## config.mk

```make
export PLATFORM = sky130hd
export DESIGN_NAME = cdr_phase_ctrl
export DESIGN_NICKNAME = d
export VERILOG_FILES = /design/src/rtl/cdr_pkg.sv /design/src/rtl/cdr_step_accum.sv /design/src/rtl/cdr_phase_ctrl.sv
export SDC_FILE = /design/constraint.sdc
export NUM_CORES = 1
export LEC_CHECK = 0
export ABC_AREA = 1
export CAP_MARGIN = 10
export CORE_MARGIN = 4
export CORE_UTILIZATION = 47
export CTS_BUF_LIST = sky130_fd_sc_hd__clkbuf_4 sky130_fd_sc_hd__clkbuf_8
export CTS_CLUSTER_SIZE = 14
export DETAILED_ROUTE_END_ITERATION = 8
export GPL_TIMING_DRIVEN = 0
export PLACE_DENSITY_LB_ADDON = 0.3
export SYNTH_ARGS = -nofsm -noshare
export SYNTH_HDL_FRONTEND = slang
export SYNTH_SLANG_ARGS = --single-unit
export TNS_END_PERCENT = 1
```

## constraint.sdc

```tcl
create_clock -name clk -period 7.3 [get_ports clk]
set_input_delay 1.46 -clock clk [delete_from_list [all_inputs] [get_ports clk]]
set_output_delay 1.46 -clock clk [all_outputs]
set_load 0.005 [all_outputs]
```

## src/rtl/cdr_pkg.sv

```systemverilog
// Shared types and default constants for the CDR phase-interpolator loop controller.
package cdr_pkg;

  typedef enum logic [1:0] {
    IDLE    = 2'd0,
    ACQUIRE = 2'd1,
    TRACK   = 2'd2
  } cdr_state_e;

  typedef enum logic [1:0] {
    DIR_NONE = 2'd0,
    DIR_UP   = 2'd1,
    DIR_DN   = 2'd2
  } cdr_dir_e;

  localparam int CODE_W_DEF     = 7;
  localparam int CODE_INIT_DEF  = 0;
  localparam int THRESH_ACQ_DEF = 2;
  localparam int THRESH_TRK_DEF = 8;
  localparam int REV_N_DEF      = 4;
  localparam int LOSS_N_DEF     = 4;

endpackage

```

## src/rtl/cdr_step_accum.sv

```systemverilog
// Signed vote integrator: emits a one-cycle step pulse when the net vote count
// reaches +/-thresh, then restarts from zero.
module cdr_step_accum
  import cdr_pkg::*;
#(
  parameter int ACC_W = 4
) (
  input  logic             clk,
  input  logic             rst,
  input  logic             en_step,
  input  logic             clear,
  input  logic             vote_up,
  input  logic             vote_dn,
  input  logic [ACC_W:0]   thresh,
  output logic             hit_up,
  output logic             hit_dn,
  output logic             step_up,
  output logic             step_dn
);

  logic signed [ACC_W-1:0] acc_q, acc_d;
  logic signed [ACC_W:0]   acc_ext, acc_nxt, delta, th_s;
  logic                    step_up_q, step_up_d;
  logic                    step_dn_q, step_dn_d;

  always_comb begin
    th_s    = $signed(thresh);
    acc_ext = {acc_q[ACC_W-1], acc_q};
    delta   = '0;
    if (vote_up && !vote_dn) delta = {{ACC_W{1'b0}}, 1'b1};
    if (vote_dn && !vote_up) delta = '1;
    // Sum one bit wider so reaching +T (not representable in ACC_W) is detectable.
    acc_nxt = acc_ext + delta;
    hit_up  = en_step && (acc_nxt == th_s);
    hit_dn  = en_step && (acc_nxt == -th_s);

    acc_d = acc_q;
    if (clear || hit_up || hit_dn) acc_d = '0;
    else if (en_step)              acc_d = acc_nxt[ACC_W-1:0];

    step_up_d = hit_up;
    step_dn_d = hit_dn;
  end

  always_ff @(posedge clk or posedge rst) begin
    if (rst) begin
      acc_q     <= '0;
      step_up_q <= 1'b0;
      step_dn_q <= 1'b0;
    end else begin
      acc_q     <= acc_d;
      step_up_q <= step_up_d;
      step_dn_q <= step_dn_d;
    end
  end

  assign step_up = step_up_q;
  assign step_dn = step_dn_q;

endmodule

```

## src/rtl/cdr_phase_ctrl.sv

```systemverilog
// CDR loop controller: integrates voter decisions, steps the PI code and
// switches between fast-acquire and slow-track gain via a lock FSM.
//
// state   | meaning
// IDLE    | loop disabled, accumulator held at 0, code held
// ACQUIRE | fast gain (THRESH_ACQ), waiting for REV_N consecutive reversals
// TRACK   | slow gain (THRESH_TRK), locked; LOSS_N same-direction steps drop lock
module cdr_phase_ctrl
  import cdr_pkg::*;
#(
  parameter int CODE_W     = CODE_W_DEF,
  parameter int CODE_INIT  = CODE_INIT_DEF,
  parameter int THRESH_ACQ = THRESH_ACQ_DEF,
  parameter int THRESH_TRK = THRESH_TRK_DEF,
  parameter int REV_N      = REV_N_DEF,
  parameter int LOSS_N     = LOSS_N_DEF
) (
  input  logic              clk,
  input  logic              rst,
  input  logic              en,
  input  logic              vote_up,
  input  logic              vote_dn,
  output logic [CODE_W-1:0] pi_code,
  output logic              step_up,
  output logic              step_dn,
  output logic              locked
);

  localparam int ACC_W = $clog2(THRESH_TRK) + 1;
  localparam int MAX_N = (REV_N > LOSS_N) ? REV_N : LOSS_N;
  localparam int CNT_W = $clog2(MAX_N + 1);

  localparam logic [CNT_W-1:0] REV_LIM  = CNT_W'(REV_N);
  localparam logic [CNT_W-1:0] LOSS_LIM = CNT_W'(LOSS_N);
  localparam logic [CNT_W-1:0] CNT_ONE  = CNT_W'(1);
  localparam logic [ACC_W:0]   TH_ACQ   = (ACC_W+1)'(THRESH_ACQ);
  localparam logic [ACC_W:0]   TH_TRK   = (ACC_W+1)'(THRESH_TRK);

  cdr_state_e        state_q, state_d;
  cdr_dir_e          last_q, last_d, step_dir;
  logic [CODE_W-1:0] code_q, code_d;
  logic [CNT_W-1:0]  rev_q, rev_d;
  logic [CNT_W-1:0]  run_q, run_d;
  logic              locked_q, locked_d;
  logic              en_step, acc_clr, hit_up, hit_dn;
  logic [ACC_W:0]    thresh;

  assign en_step = en && (state_q != IDLE);
  assign thresh  = (state_q == TRACK) ? TH_TRK : TH_ACQ;

  cdr_step_accum #(.ACC_W(ACC_W)) u_accum (
    .clk     (clk),
    .rst     (rst),
    .en_step (en_step),
    .clear   (acc_clr),
    .vote_up (vote_up),
    .vote_dn (vote_dn),
    .thresh  (thresh),
    .hit_up  (hit_up),
    .hit_dn  (hit_dn),
    .step_up (step_up),
    .step_dn (step_dn)
  );

  always_comb begin
    state_d  = state_q;
    locked_d = locked_q;
    last_d   = last_q;
    code_d   = code_q;
    rev_d    = rev_q;
    run_d    = run_q;
    step_dir = DIR_NONE;

    if (hit_up)      code_d = code_q + 1'b1;
    else if (hit_dn) code_d = code_q - 1'b1;

    if (hit_up || hit_dn) begin
      step_dir = hit_up ? DIR_UP : DIR_DN;
      if (last_q == DIR_NONE) begin
        run_d = CNT_ONE;
      end else if (step_dir != last_q) begin
        rev_d = (rev_q == '1) ? rev_q : rev_q + 1'b1;
        run_d = CNT_ONE;
      end else begin
        rev_d = '0;
        run_d = (run_q == '1) ? run_q : run_q + 1'b1;
      end
      last_d = step_dir;
    end

    case (state_q)
      IDLE:    if (en) state_d = ACQUIRE;
      ACQUIRE: if (rev_d >= REV_LIM) begin
                 state_d  = TRACK;
                 locked_d = 1'b1;
               end
      TRACK:   if (run_d >= LOSS_LIM) begin
                 state_d  = ACQUIRE;
                 locked_d = 1'b0;
               end
      default: state_d = IDLE;
    endcase

    if (!en) begin
      state_d  = IDLE;
      locked_d = 1'b0;
    end

    // Last direction survives ACQUIRE<->TRACK; only IDLE forgets it.
    if (state_d != state_q) begin
      rev_d = '0;
      run_d = '0;
    end
    if (state_d == IDLE) last_d = DIR_NONE;

    acc_clr = (state_d != state_q) || (state_q == IDLE);
  end

  always_ff @(posedge clk or posedge rst) begin
    if (rst) begin
      state_q  <= IDLE;
      last_q   <= DIR_NONE;
      code_q   <= CODE_W'(CODE_INIT);
      rev_q    <= '0;
      run_q    <= '0;
      locked_q <= 1'b0;
    end else begin
      state_q  <= state_d;
      last_q   <= last_d;
      code_q   <= code_d;
      rev_q    <= rev_d;
      run_q    <= run_d;
      locked_q <= locked_d;
    end
  end

  assign pi_code = code_q;
  assign locked  = locked_q;

endmodule
```

==> impl_metrics.env <==
export IMPL_outcome="finished, final reports clean"
export IMPL_post_cts_resized=0
export IMPL_place_area_mm2=0.00187
export IMPL_postCtsHoldBufs=0
export IMPL_fin_area_mm2=0.00193
export IMPL_hold_path_class="reg -> reg"
export IMPL_drv_slew=0
export IMPL_drv_cap=0
export IMPL_dp_hpwl_um=2370
export IMPL_clk_latency_ns=0.31
export IMPL_finalSetupViolCount=0
export IMPL_final_cell_mix="40 x nand2_1, 25 x inv_1, 24 x dfrtp_1"
export IMPL_io_buffers=14
export IMPL_routedWlPerCell_um=10.8
export IMPL_die_x_um=67.7
export IMPL_finalClockSkew_ns=0.00956
export IMPL_routed_wirelength_um=2980
export IMPL_irDropWorstVdd_v=0.000199
export IMPL_power_leakage_nw=0.976
export IMPL_reg2reg_depth=20
export IMPL_grt_pass1_wl_um=5420
export IMPL_cts_tree="done"
export IMPL_max_clock_freq_mhz=211
export IMPL_r2r_setup_slack_ns=4.11
export IMPL_synth_compound_area_share_pct=9.11
export IMPL_seq_area_um2=601
export IMPL_syn_area_mm2=0.00168
export IMPL_fp_row_count=21
export IMPL_antenna_found_initial=0
export IMPL_routabilityCongestion=0.868
export IMPL_final_common_cell="nand2_1"
export IMPL_tightest_slew_ns=0.896
export IMPL_cts_buffers=3
export IMPL_start_util_pct=49.4
export IMPL_drt_iter0_drc=51
export IMPL_synthXorXnorAreaFrac_pct=4.63
export IMPL_hold_viol=0
export IMPL_async_reset_ff_share_pct=100
export IMPL_io_pins=15
export IMPL_grt_max_degree=25
export IMPL_maxSlewHeadroom_pct=40.2
export IMPL_die_area_mm2=0.00458
export IMPL_synthCells=211
export IMPL_endpoint="pi_code[5]"
export IMPL_synth_enable_flop_cells=0
export IMPL_clk_pin_slew_worst_paths_ns=0.14
export IMPL_drtPass1Iterations=4
export IMPL_r2r_end="pi_code[5]"
export IMPL_vias=1354
export IMPL_instances_no_fill=275
export IMPL_rsz0062_at_grt="no"
export IMPL_ant_nets=0
export IMPL_diodes=0
export IMPL_dp_cells=271
export IMPL_worstPathMaxFanout=12
export IMPL_worstPathCellList="clkdlybuf4s50_1, inv_1, ha_1, buf_6, nor2_1, nor2_2, ha_1, inv_1, nor2_1, nor3_2, nand2_1, nor2_4, nand3_4, ha_1, a21oi_1, inv_1, a31oi_1, nor2_1, nor2_1, nor2_1, nor2_1, xor2_1, o21ai_0"
export IMPL_yosysSeqAreaShare_pct=35.8
export IMPL_setup_worst_path_start="vote_up"
export IMPL_num_fill_cells=306
export IMPL_ys_seq_elements=24
export IMPL_required_ns=7.50
export IMPL_synthFlopType="dfrtp_1"
export IMPL_fin_nets=247
export IMPL_arrival_ns=4.94
export IMPL_die_y_um=67.7
export IMPL_crit_type="in -> reg"
export IMPL_cts_root_buf="clkbuf_4"
export IMPL_post_route_min_period_ns=4.74
export IMPL_synth_simple_area_share_pct=33.6
export IMPL_grt_overflow=0
export IMPL_fin_total_pwr_mw=0.455
export IMPL_drive_above_1_share_pct=17.0
export IMPL_postSynthAreaPerCell_um2=7.94
export IMPL_slowest_delay_ns=0.45
export IMPL_p_per_area_mw_per_mm2=236
export IMPL_coreArea_mm2=0.00339
export IMPL_gr_usage_all_layers_pct=15.3
export IMPL_cts_setup_buffers=0
export IMPL_start_kind="primary input"
export IMPL_slowest_stage="clkdlybuf4s50_1"
export IMPL_multi_input_area_um2=951
export IMPL_grt_pass1_vias=1314
export IMPL_end_kind="flop"
export IMPL_r2r_start="u_accum.acc_q[1]"
export IMPL_setup_tns_ns=0
export IMPL_htreeDepth=1
export IMPL_via_per_inst=4.92
export IMPL_finalCritPeriodShare_pct=65.0
export IMPL_synth_top_family_by_area="simple AND/OR/NAND/NOR gates"
export IMPL_synth_cell_types=31
export IMPL_synth_nets=228
export IMPL_clock_sinks=24
export IMPL_ys_warnings_count=0
export IMPL_syn_to_final_growth_pct=14.9
export IMPL_route_detailed_drc=0
export IMPL_cp_common_cell="nor2_1"
export IMPL_clk_path_buf_depth=2
export IMPL_synth_fa_ha_area_share_pct=9.41
export IMPL_synthMuxAreaShare_pct=0
[worst min-delay path by stage]
stage	start	endpoint	slack (ns)	depth (start not counted)
2_1_floorplan	pi_code[6]	pi_code[6]	0.46	1
3_3_place_gp	pi_code[6]	pi_code[6]	0.47	1
3_5_place_dp	locked	locked	0.50	2
4_1_cts	pi_code[6]	pi_code[6]	0.52	1
5_1_grt	pi_code[6]	pi_code[6]	0.54	1
6_report	pi_code[6]	pi_code[6]	0.51	1
[sequential cells by signal, summed over array words and instances (netlist names)]
| name | count |
|---|---|
| rev_q | 3 |
| u_accum.step_dn | 1 |
| pi_code | 7 |
| u_accum.step_up | 1 |
| u_accum.acc_q | 4 |
| last_q | 2 |
| run_q | 3 |
| state_q | 2 |
| locked | 1 |
[worst max-delay path: cells and delay by family]
| family | cells | cell delay [ns] |
|---|---|---|
| AO/OA/AOI/OAI | 3 | 0.48 |
| XOR/XNOR | 1 | 0.15 |
| adder cells (fa/ha/maj) | 3 | 0.89 |
| buffers and inverters | 5 | 0.80 |
| AND/OR/NAND/NOR | 11 | 1.13 |
[cell usage after synthesis, types with 2 or more instances]
cell,number,area [um2]
inv_1,25,93.8
nand2_4,2,22.5
xor2_1,5,43.8
inv_2,4,15.0
ha_1,11,138
nand3_1,17,85.1
a21oi_1,12,60.1
nand3_2,4,40.0
nand2_1,40,150
o21ai_1,2,10.0
nor2_1,20,75.1
o21bai_1,2,15.0
nand2_2,12,75.1
o21ai_0,9,45.0
nor2_2,6,37.5
dfrtp_1,24,601
xnor2_1,2,17.5
[per-stage QoR]
| step | setup slack [ns] | utilization, % | hold slack, ns |
|---|---|---|---|
| after floorplan | 3.01 | - | 0.465 |
| after global placement | 2.25 | 55.3 | 0.466 |
| after detailed placement | 2.19 | 55.3 | 0.498 |
| after CTS | 2.53 | 56.8 | 0.518 |
| after global routing | 2.26 | 56.8 | 0.535 |
| final | 2.56 | 56.8 | 0.509 |
[area by class of cell]
| class | count | share of cell area, % |
|---|---|---|
| Clock inverter | 1 | 1.56 |
| Tap cell | 46 | 2.99 |
| Inverter | 29 | 5.65 |
| Clock buffer | 3 | 1.17 |
| Multi-Input combinational cell | 156 | 49.4 |
| Buffer | 2 | 0.780 |
| Sequential cell | 24 | 31.2 |
| Timing Repair Buffer | 14 | 7.28 |
[power breakdown]
group	internal, mW	leakage (nW)	total (mW)	switching (mW)
Combinational	0.0945	0.627	0.185	0.0901
Clock	0.0555	0.0279	0.0953	0.0398
Sequential	0.154	0.321	0.175	0.0208
[logic make-up (layout without fill, tap and decap cells)]
family	Yosys count	count (layout)
DFF	24	24
xor gates and xnor gates	8	8
buffers and inverters	31	49
and+or+nand+nor	108	108
AOI/OAI and AO/OA	28	28
adders and majority gates	12	12
[per-layer routing]
metal / global-route usage [%] / up-vias / wire [um] / share of wire, %
met2: 25.3 / 13 / 1440 / 48
met3: 1.66 / 6 / 56 / 1.9
met4: 6.33 / 0 / 59 / 2.0
met1: 20.2 / 624 / 1430 / 48
li1: - / 711 / - / -
met5: 0 / - / 0 / 0
No activity file was read; power rests on OpenSTA's default activity.
